**config.mk**
```make
export PLATFORM = sky130hd
export DESIGN_NAME = sr_cmd_encoder
export DESIGN_NICKNAME = d
export VERILOG_FILES = /design/src/rtl/sr_cmd_encoder.sv
export SDC_FILE = /design/constraint.sdc
export NUM_CORES = 1
export LEC_CHECK = 0
export ABC_AREA = 1
export CELL_PAD_IN_SITES_DETAIL_PLACEMENT = 0
export CELL_PAD_IN_SITES_GLOBAL_PLACEMENT = 1
export CORE_MARGIN = 2
export CORE_UTILIZATION = 37
export CTS_CLUSTER_SIZE = 14
export DETAILED_ROUTE_END_ITERATION = 12
export GPL_ROUTABILITY_DRIVEN = 0
export PLACE_DENSITY_LB_ADDON = 0.3
export SLEW_MARGIN = 20
export SYNTH_ARGS = -nofsm -noshare
export SYNTH_HDL_FRONTEND = slang
export SYNTH_SLANG_ARGS = --single-unit
```
**constraint.sdc**
```tcl
create_clock -name clk -period 1.7 [get_ports clk]
set_clock_uncertainty 0.1 [all_clocks]
set_input_delay 0.425 -clock clk [delete_from_list [all_inputs] [get_ports clk]]
set_output_delay 0.425 -clock clk [all_outputs]
set_load 0.02 [all_outputs]
```
**src/rtl/sr_cmd_encoder.sv**
```systemverilog
// Command encoder for a bank of clocked SR flip-flops: one-cycle s/r drive pulse,
// settle, read-back check and bounded retry. Define SR_ERRCNT_EN to add a saturating err_cnt.
//
// state  | meaning
// IDLE   | waiting for a target word, tgt_ready high
// DRIVE  | one-cycle s/r excitation toward tgt_q
// SETTLE | s=r=0 while the bank settles, counting down SETTLE_CYC
// CHECK  | compare q_fb with tgt_q, finish or retry
module sr_cmd_encoder #(
  parameter int W          = 4,
  parameter int SETTLE_CYC = 2,
  parameter int MAX_RETRY  = 3
) (
  input  logic         clk,
  input  logic         reset,
  input  logic         tgt_valid,
  input  logic [W-1:0] tgt_data,
  output logic         tgt_ready,
  output logic [W-1:0] s,
  output logic [W-1:0] r,
  input  logic [W-1:0] q_fb,
  output logic         done,
  output logic         err,
`ifdef SR_ERRCNT_EN
  output logic [7:0]   err_cnt,
`endif
  output logic         busy
);

  typedef enum logic [1:0] {IDLE, DRIVE, SETTLE, CHECK} state_t;

  localparam logic [3:0] SETTLE_LD = 4'(SETTLE_CYC);
  localparam logic [2:0] RETRY_MAX = 3'(MAX_RETRY);

  state_t       state, state_nxt;
  logic [W-1:0] tgt_q;
  logic [3:0]   settle_cnt;
  logic [2:0]   retry_cnt;
  logic         match;
  logic         retry_left;
  logic [W-1:0] drive_tgt;
  logic [W-1:0] s_nxt, r_nxt;
  logic         done_nxt, err_nxt;

  assign match      = (q_fb == tgt_q);
  assign retry_left = (retry_cnt < RETRY_MAX);
  assign tgt_ready  = (state == IDLE);
  assign busy       = (state != IDLE);

  always_ff @(posedge clk or negedge reset) begin
    if (!reset) state <= IDLE;
    else        state <= state_nxt;
  end

  always_comb begin
    state_nxt = state;
    case (state)
      IDLE:    if (tgt_valid) state_nxt = DRIVE;
      DRIVE:   state_nxt = SETTLE;
      SETTLE:  if (settle_cnt <= 4'd1) state_nxt = CHECK;
      CHECK:   state_nxt = (!match && retry_left) ? DRIVE : IDLE;
      default: state_nxt = IDLE;
    endcase
  end

  // s/r are computed one edge early so the pulse coincides exactly with the DRIVE
  // state; on accept the word comes straight from tgt_data since tgt_q is not yet loaded.
  always_comb begin
    drive_tgt = (state == IDLE) ? tgt_data : tgt_q;
    s_nxt     = '0;
    r_nxt     = '0;
    done_nxt  = 1'b0;
    err_nxt   = err;
    if (state_nxt == DRIVE) begin
      s_nxt = drive_tgt & ~q_fb;
      r_nxt = ~drive_tgt & q_fb;
    end
    if (state == CHECK && state_nxt == IDLE) begin
      done_nxt = 1'b1;
      err_nxt  = !match;
    end
  end

  always_ff @(posedge clk or negedge reset) begin
    if (!reset) begin
      s    <= '0;
      r    <= '0;
      done <= 1'b0;
      err  <= 1'b0;
    end else begin
      s    <= s_nxt;
      r    <= r_nxt;
      done <= done_nxt;
      err  <= err_nxt;
    end
  end

  always_ff @(posedge clk or negedge reset) begin
    if (!reset) begin
      tgt_q      <= '0;
      retry_cnt  <= '0;
      settle_cnt <= '0;
    end else begin
      if (state == IDLE && tgt_valid) begin
        tgt_q     <= tgt_data;
        retry_cnt <= '0;
      end else if (state == CHECK && state_nxt == DRIVE) begin
        retry_cnt <= retry_cnt + 3'd1;
      end
      if (state == DRIVE)
        settle_cnt <= SETTLE_LD;
      else if (state == SETTLE && settle_cnt != 4'd0)
        settle_cnt <= settle_cnt - 4'd1;
    end
  end

`ifdef SR_ERRCNT_EN
  always_ff @(posedge clk or negedge reset) begin
    if (!reset)
      err_cnt <= 8'd0;
    else if (done_nxt && err_nxt && err_cnt != 8'hFF)
      err_cnt <= err_cnt + 8'd1;
  end
`endif

endmodule

```
==> run metrics, run 1 <==
status finished clean; Post-synth top cells nand2_1 (39), inv_1 (24), dfrtp_1 (23), o21ai_0 (12); Max Fclk between 600 and 700 MHz; n_diodes 0; Worst Setup Slack, final 0.0491 ns; largest family of logic cells by synthesized area simple AND/OR/NAND/NOR gates; #FFs+latches synth 23; met2 Use GR 0.272; number of global-route vias before repair between 900 and 1000; syn_nets 161; Clock Path Buffers 2; largest net degree at the start of global routing 24; worst hold path type input pin to flip-flop; met1 Resource Use GR 0.182; Setup WS pre-CTS -0.285 ns; Max Slew Vio Count 0; leading area contributor after synthesis dfrtp_1; Synth Flop Type dfrtp_1; IO buf count 22; Relative slew margins 0.739; multi-input logic area 602 um^2; CP Launch Point state[0]; mux share of post-synthesis cell area 0; Clock Tree Root clkbuf_4; CTS tree yes; ys async rst share 1.00; Final #Nets between 200 and 250; post-DR wirelength/cell about 12 um; post-synthesis average cell area 8.27 um^2; Worst Tran Pin Value 0.388 ns; Critical Path Sink Type flip-flop; GRT met3 Usage 0.0192; Post-DRT Antenna Nets 0; Pwr Density 1720 nW/um^2; Die W 60.4 um; share of cells above drive strength 1 0.260; number of flops mapped to enable cells by yosys 0; gr ovfl total 0; Die Ht approximately 60 um; data required time of the worst path 1.81 ns; Area Overhead vs Synth 43.9%; cells after synthesis 142; 1st-pass router iterations 4; final core utilization 0.558; Compound-Gate Fraction of Synth Area 0.0852; Crit Path Max Fanout 8; crit path launch type flip-flop; first-pass GRT wire length 4040 um; global routing's busiest layer met2; First DRT Iteration DRCs 37; class of the most critical setup path flip-flop to flip-flop; Reg area about 580 um^2; post-synthesis adder-cell area fraction 0.0852; CTS Buf Count 3; post-synthesis cell area 1170 um^2; post-synth top area share 0.490; HP Start q_fb[3]; RSZ-0062 raised after global routing yes; WP data arrival 1.76 ns; Initial Utilization 0.388; top-count cell post-synth nand2_1; Pleak 0.922 nW; fin crit share 0.971; R2R Path Start state[0]; simple-gate portion of the synthesized area 0.245; Post-route DRC 0; vias per inst 4.60; I/O pin cnt 23; HPWL after DPL 1760 um; fill cell count 289; CTS Sinks 23; initial antenna violation count 0; clock insertion delay at the later pin of the skew report 0.30 ns; # setup viols final 0; die area 3640 um^2; Via Count between 1000 and 1500; routed wire length 2670 um; GRT Util Overall 0.149; core area 3030 um^2; Netlist cell types 21; Synth Area in XOR/XNOR 0.00745; Peak supply drop slightly below 800 uV; synth warn 0; Period minus WS final 1.65 ns; Area contributors post-synth dfrtp_1 (49%), nand2_1 (12%), ha_1 (8.5%); Max H-tree Level 1; Reg clk slew, reported paths 0.13 ns; endpoints failing hold 0; FP Rows 20; max cap viols 0; sequential area share after synthesis 0.490
## critical path, cell delays in order (launching register included)
cell	delay, ns
dfrtp_1	0.40
buf_6	0.12
ha_4	0.12
inv_2	0.04
a211oi_2	0.20
nand2_1	0.08
nand2_1	0.08
nand2_2	0.09
nand2_8	0.12
nand2_4	0.08
nand3_2	0.05
nand2_1	0.06
## through the flow
step                      cell area, um^2  hold slack, ns  TNS, ns  cells  total power [mW]
final                                1690           0.270        0    225              2.91
after global routing                 1690           0.300   -0.140    225              3.14
after CTS                            1550           0.366        0    223              2.57
after detailed placement             1520           0.365    -3.65    217              2.35
after global placement               1520           0.355    -3.25    217              2.31
after floorplan                      1170          0.0294        0    142              1.79
## logic make-up after synthesis
logic type,Yosys count
AO/OA/AOI/OAI,19
XOR/XNOR,1
buffers and inverters,27
adder cells (fa/ha/maj),8
AND/OR/NAND/NOR,64
flip-flops,23
## cell usage in the layout (no fill, tap or decap), drive strengths merged
| master | instances |
|---|---|
| nand3 | 4 |
| nor2 | 9 |
| xor2 | 1 |
| inv | 25 |
| a21oi | 4 |
| dlymetal6s2s | 4 |
| o21ai | 13 |
| nand4 | 3 |
| ha | 8 |
| dfrtp | 23 |
| buf | 17 |
| nor3 | 4 |
| clkbuf | 4 |
| clkdlybuf4s50 | 6 |
| nor4 | 1 |
| dlygate4sd2 | 10 |
| o21a | 1 |
| a211oi | 1 |
| nand2 | 43 |
## metal layers
| metal | part of all wire | vias up |
|---|---|---|
| met5 | 0 | - |
| met4 | 0.0071 | 0 |
| met3 | 0.024 | 2 |
| met2 | 0.53 | 15 |
| met1 | 0.44 | 496 |
| li1 | - | 522 |
## power by group
group / switching, mW / internal (mW) / leakage [nW]
Sequential: 0.144 / 0.747 / 0.301
Clock: 0.166 / 0.0914 / 0.0150
Combinational: 1.05 / 0.712 / 0.606
## final cells by class
class	instances	area share
tap	44	0.0326
sequential	23	0.340
multi-input combinational	92	0.356
inverter	25	0.0555
timing repair buffer	37	0.200
clock buffer	4	0.0155
## sequential cells by signal, summed over array words and instances (netlist names)
signal	flops
done	1
err	1
r	4
retry_cnt	3
s	4
settle_cnt	4
state	2
tgt_q	4
## path summary, 6_finish.rpt
| path | endpoint | cells past startpoint | slack [ns] |
|---|---|---|---|
| worst min-delay path | s[3] | 2 | 0.27 |
| worst max register to register | retry_cnt[0] | 11 | 0.05 |
| max in group asynchronous | tgt_q[2] | 2 | 0.92 |
| worst max-delay path | retry_cnt[0] | 11 | 0.05 |
| min in group asynchronous | r[2] | 2 | 0.35 |
| worst min register to register | settle_cnt[3] | 1 | 0.38 |
## what timing repair did
action | in CTS | in global routing
gates resized for setup | 20 | 35
buffers inserted | 2 | 2
pin swaps | 0 | 15
endpoints found under the setup margin | 13 | 17
hold buffers | 0 | 0
No activity file was read; power rests on OpenSTA's default activity.
==> run 2: changes to the inputs <==
--- a/config.mk
+++ b/config.mk
@@ -14,6 +14,7 @@
 export DETAILED_ROUTE_END_ITERATION = 12
 export GPL_ROUTABILITY_DRIVEN = 0
 export PLACE_DENSITY_LB_ADDON = 0.3
+export RECOVER_POWER = 25
 export SLEW_MARGIN = 20
 export SYNTH_ARGS = -nofsm -noshare
 export SYNTH_HDL_FRONTEND = slang
==> run 2 against run 1 <==
  * Register-to-register slack hardly changed
  * Non-clock buffer count stayed put
  * Final cell count stayed put
  * Fmax hardly changed
  * Clock power hardly changed
  * Sequential cell count stayed put
  * Count of clock-buffer cells in the layout stayed put
  * Sequential share of layout area is 0.050 points higher
  * Combinational power hardly changed
  * First-iteration DRC count stayed put
  * Total power hardly changed
  * Utilization is 0.083 points lower
==> run metrics, run 2 (synthesized netlist as in run 1, its figures left out) <==
commonest non-fill, non-tap cells in the layout nand2_1 (38), dfrtp_1 (23), inv_1 (18); Die Ht roughly 60 um; Pwr Density 1720 nW/um^2; CTS tree yes; Worst Hold End s[3]; Setup WS pre-CTS -0.285 ns; Worst Setup Slack, final 0.0505 ns; most common cell after layout, fill and taps aside nand2_1; Cells after DPL roughly 220; Crit Path Max Fanout 8; largest net degree at the start of global routing 24; Initial Utilization 0.388; post-DR wirelength/cell 11.8 um; Worst Tran Pin Value 0.573 ns; FF-to-FF path depth 11; Relative slew margins 0.618; routed wire length 2660 um; IO buf count 22; Final #Nets 201; status finished clean; # setup viols final 0; CTS Buf Count 3; setup tns final 0 ns; number of global-route vias before repair 957; Layout Cells excl Fill 225; class of the most critical setup path flip-flop to flip-flop; Clock Path Buffers 2; Clock Tree Root clkbuf_4; HP Start q_fb[3]; Post-DRT Antenna Nets 0; die area 3640 um^2; crit path launch type flip-flop; max cap viols 0; CTS Hold Bufs 0; Peak supply drop just under 800 uV; n_diodes 0; fill cell count slightly below 300; Area Overhead vs Synth 43.7%; first-pass GRT wire length 4040 um; R2R Path Start state[0]; clock insertion delay at the later pin of the skew report 0.31 ns; Critical Path Sink Type flip-flop; Period minus WS final 1.65 ns; setup slack, reg-to-reg 0.05 ns; Max H-tree Level 1; vias per inst 4.61; Max Fclk 606 MHz; Via Count 1037; Max Slew Vio Count 0; 1st-pass router iterations 4; initial antenna violation count 0; Reg clk slew, reported paths 0.13 ns; hold path depth 2; WP data arrival between 1.5 and 2 ns; GRT Util Overall 0.149; Die W just over 60 um; First DRT Iteration DRCs 37; I/O pin cnt 23; worst hold path type input pin to flip-flop; Post-route DRC 0; HPWL after DPL between 1500 and 2000 um; core area slightly above 3000 um^2; Power Total 2.91 mW; endpoints failing hold 0; Pleak 0.922 nW; gr ovfl total 0; FP Rows 20; data required time of the worst path roughly 1.8 ns; RSZ-0062 raised after global routing yes; share of cells above drive strength 1 0.260; CTS Sinks 23; reg2reg end retry_cnt[0]; fin crit share 0.970
run 2: power breakdown:
| part | switching (mW) | leakage [nW] | internal, mW |
|---|---|---|---|
| sequential | 0.144 | 0.301 | 0.747 |
| combinational | 1.05 | 0.606 | 0.711 |
| clock | 0.166 | 0.0150 | 0.0914 |
| total | 1.36 | 0.922 | 1.55 |
run 2: stage by stage:
step	hold slack [ns]	cell area, um^2	utilization
after global placement	0.355	1520	0.503
after detailed placement	0.365	1520	0.503
after CTS	0.366	1550	0.511
after global routing	0.300	1690	0.557
final	0.270	1690	0.557
after floorplan	0.0294	1170	-
run 2: cell type report:
type                            count  area (um^2)  share of cell area
Clock buffer                        4         26.3              0.0156
Inverter                           25         93.8              0.0556
Multi-Input combinational cell     92          602               0.357
Sequential cell                    23          576               0.341
Tap cell                           44         55.1              0.0326
Timing Repair Buffer               37          335               0.199
run 2: timing repair:
item | 4_1_cts | 5_1_grt
resized for setup | 20 | 35
endpoints found under the setup margin | 13 | 17
pin swaps | 0 | 15
hold endpoints to repair | 0 | 0
setup buffers | 2 | 2
run 2: routing by layer:
layer / GRT usage / vias up / wire length (um)
met4: 0.0508 / 0 / 19
met3: 0.0192 / 2 / 63
met5: 0 / - / 0
met2: 0.272 / 15 / 1420
met1: 0.182 / 497 / 1160
li1: - / 523 / -
run 2: how the worst max path moves through the flow:
stage,start,end,slack [ns],depth (start not counted)
6_report,state[0],retry_cnt[0],0.05,11
4_1_cts,state[0],busy,0.005,4
2_1_floorplan,state[0],retry_cnt[0],0.03,8
5_1_grt,settle_cnt[1],retry_cnt[0],-0.03,11
3_5_place_dp,q_fb[1],s[2],-0.29,12
3_3_place_gp,q_fb[1],err,-0.25,12
run 2: worst max-delay path: stages, from the launching register on:
cell      delay [ns]
dfrtp_1         0.40
buf_6           0.12
ha_4            0.12
inv_2           0.04
a211oi_2        0.20
nand2_1         0.08
nand2_1         0.08
nand2_2         0.09
nand2_8         0.12
nand2_4         0.08
nand3_2         0.05
nand2_1         0.06
==> run 3: changes to the inputs <==
==> constraint.sdc (replaced) <==
create_clock -name clk -period 1.7 [get_ports clk]
set_clock_uncertainty 0.1 [all_clocks]
set_input_delay 0.34 -clock clk [delete_from_list [all_inputs] [get_ports clk]]
set_output_delay 0.34 -clock clk [all_outputs]
set_load 0.02 [all_outputs]
==> run 3 against run 2 <==
  * Non-clock buffer count decreased by 4
  * First-iteration DRC count decreased by 19%
  * Utilization decreased by 2.3 points
  * Combinational power decreased by 10%
  * Sequential cell count unchanged
  * Count of clock-buffer cells in the layout decreased by 1
  * Setup slack improved by 0.0027 ns
  * Design area decreased by 4.2%
  * Register-to-register slack improved by 0.02 ns
  * Clock power decreased by 2%
  * Highest routed layer unchanged
==> run metrics, run 3 (synthesized netlist as in run 1, its figures left out) <==
Post-DRT Antenna Nets 0; n_diodes 0; most used cell, CP inv_1; Worst Setup Slack, final 0.0532 ns; Max Fclk 607 MHz; Worst Tran Pin Value 0.561 ns; Crit Path Max Fanout 3; I/O pin cnt 23; vias per inst ~4.5; Clock power frac 0.093; share of cells above drive strength 1 0.192; Critical Path Sink Type primary output; internal power 1.44 mW; core area 3030 um^2; class of the most critical setup path flip-flop to primary output; Max Slew Vio Count 0; commonest non-fill, non-tap cells in the layout nand2_1 (39), dfrtp_1 (23), inv_1 (22); FF-to-FF path depth 11; final core utilization 0.534; clock insertion delay at the later pin of the skew report roughly 0.30 ns; CTS Sinks 23; initial antenna violation count 0; crit path launch type flip-flop; Initial Utilization 0.388; worst-path cell chain inv_1 > ha_2 > inv_1 > buf_2; Via Count 1005; CTS Hold Bufs 0; Post-route DRC 0; gr ovfl total 0; first-pass GRT wire length 4000 um; First DRT Iteration DRCs 30; Power Total 2.71 mW; Reg clk slew, reported paths 0.13 ns; Area Overhead vs Synth 37.7%; IO buf count 22; CTS Buf Count 3; status finished clean; 1st-pass router iterations 4; switch share 0.469; CTS tree yes; FP Rows 20; most common cell after layout, fill and taps aside nand2_1; Die W 60.4 um; Setup WS pre-CTS -0.210 ns; Max H-tree Level 1; Clock Tree Root clkbuf_4; RSZ-0062 raised after global routing yes; Pleak 0.914 nW; data required time of the worst path 1.26 ns; Relative slew margins 0.626; Pwr Density between 1500 and 2000 nW/um^2; Gate power share 0.585; WHS 0.184 ns; critical path's largest stage delay 0.40 ns; fill cell count 308; GRT Util Overall 0.146; max cap viols 0; fin crit share 0.969; endpoints failing hold 0; Worst path depth 4; Largest delay share family, worst path flip-flops; Period minus WS final 1.65 ns; die area about 3600 um^2; Peak supply drop 842 uV; number of global-route vias before repair 972; Final #Nets 197; post-DR wirelength/cell 10.7 um; # setup viols final 0; WP data arrival 1.21 ns; worst hold path type input pin to flip-flop; Psw 1.27 mW; hold path depth 2; largest net degree at the start of global routing 24; HPWL after DPL roughly 1800 um; worst path bufs/invs 3; Sequential Power Share 0.322; routed wire length 2370 um; Clock Path Buffers 2; crit path max-delay cell type dfrtp_1; Die Ht 60.4 um
## run 3: changes by cell type in the layout (fill, tap and decap cells not counted), sizes merged
cell and delta:
clkbuf -1, clkinv +1, buf -4, clkdlybuf4s50 +3, dlygate4sd2 -3
## run 3: worst paths after layout
check | from | to | slack [ns]
worst max-delay path | state[1] | busy | 0.05
worst max register to register | state[0] | retry_cnt[0] | 0.07
worst min register to register | settle_cnt[3] | settle_cnt[3] | 0.37
max in group asynchronous | reset | tgt_q[2] | 0.70
worst min-delay path | q_fb[3] | s[3] | 0.18
min in group asynchronous | reset | s[2] | 0.43
## run 3: stage by stage
stage,TNS (ns),instances,area [um^2]
global placement,-1.92,216,1520
CTS,0,220,1530
finish,0,221,1620
floorplan,0,142,1170
detailed placement,-2.50,216,1520
global route,-0.729,221,1620
## run 3: timing repair
item	CTS	global route
pin swaps	0	6
setup endpoints to repair	9	20
resized for setup	15	22
buffers inserted	0	1
## run 3: area by class of cell
class | count | area [um^2] | area share
Tap cell | 44 | 55.1 | 0.0340
Sequential cell | 23 | 576 | 0.356
Timing Repair Buffer | 33 | 295 | 0.183
Inverter | 25 | 93.8 | 0.0580
Clock buffer | 3 | 22.5 | 0.0139
Multi-Input combinational cell | 92 | 571 | 0.353
Clock inverter | 1 | 5.00 | 0.00309
## run 3: routing by layer
| layer | GRT usage | up-vias | routed length (um) |
|---|---|---|---|
| li1 | - | 514 | - |
| met1 | 0.181 | 470 | 1080 |
| met2 | 0.259 | 17 | 1200 |
| met3 | 0.0192 | 4 | 55 |
| met4 | 0.0508 | 0 | 37 |
| met5 | 0 | - | 0 |
## run 3: power by group through the flow
| stage | Combinational (mW) | Clock [mW] | Sequential [mW] |
|---|---|---|---|
| 2_1_floorplan | 0.823 | 0 | 0.963 |
| 3_3_place_gp | 1.43 | 0 | 0.870 |
| 3_5_place_dp | 1.46 | 0 | 0.878 |
| 4_1_cts | 1.41 | 0.263 | 0.864 |
| 5_1_grt | 1.77 | 0.288 | 0.906 |
| 6_report | 1.58 | 0.253 | 0.872 |
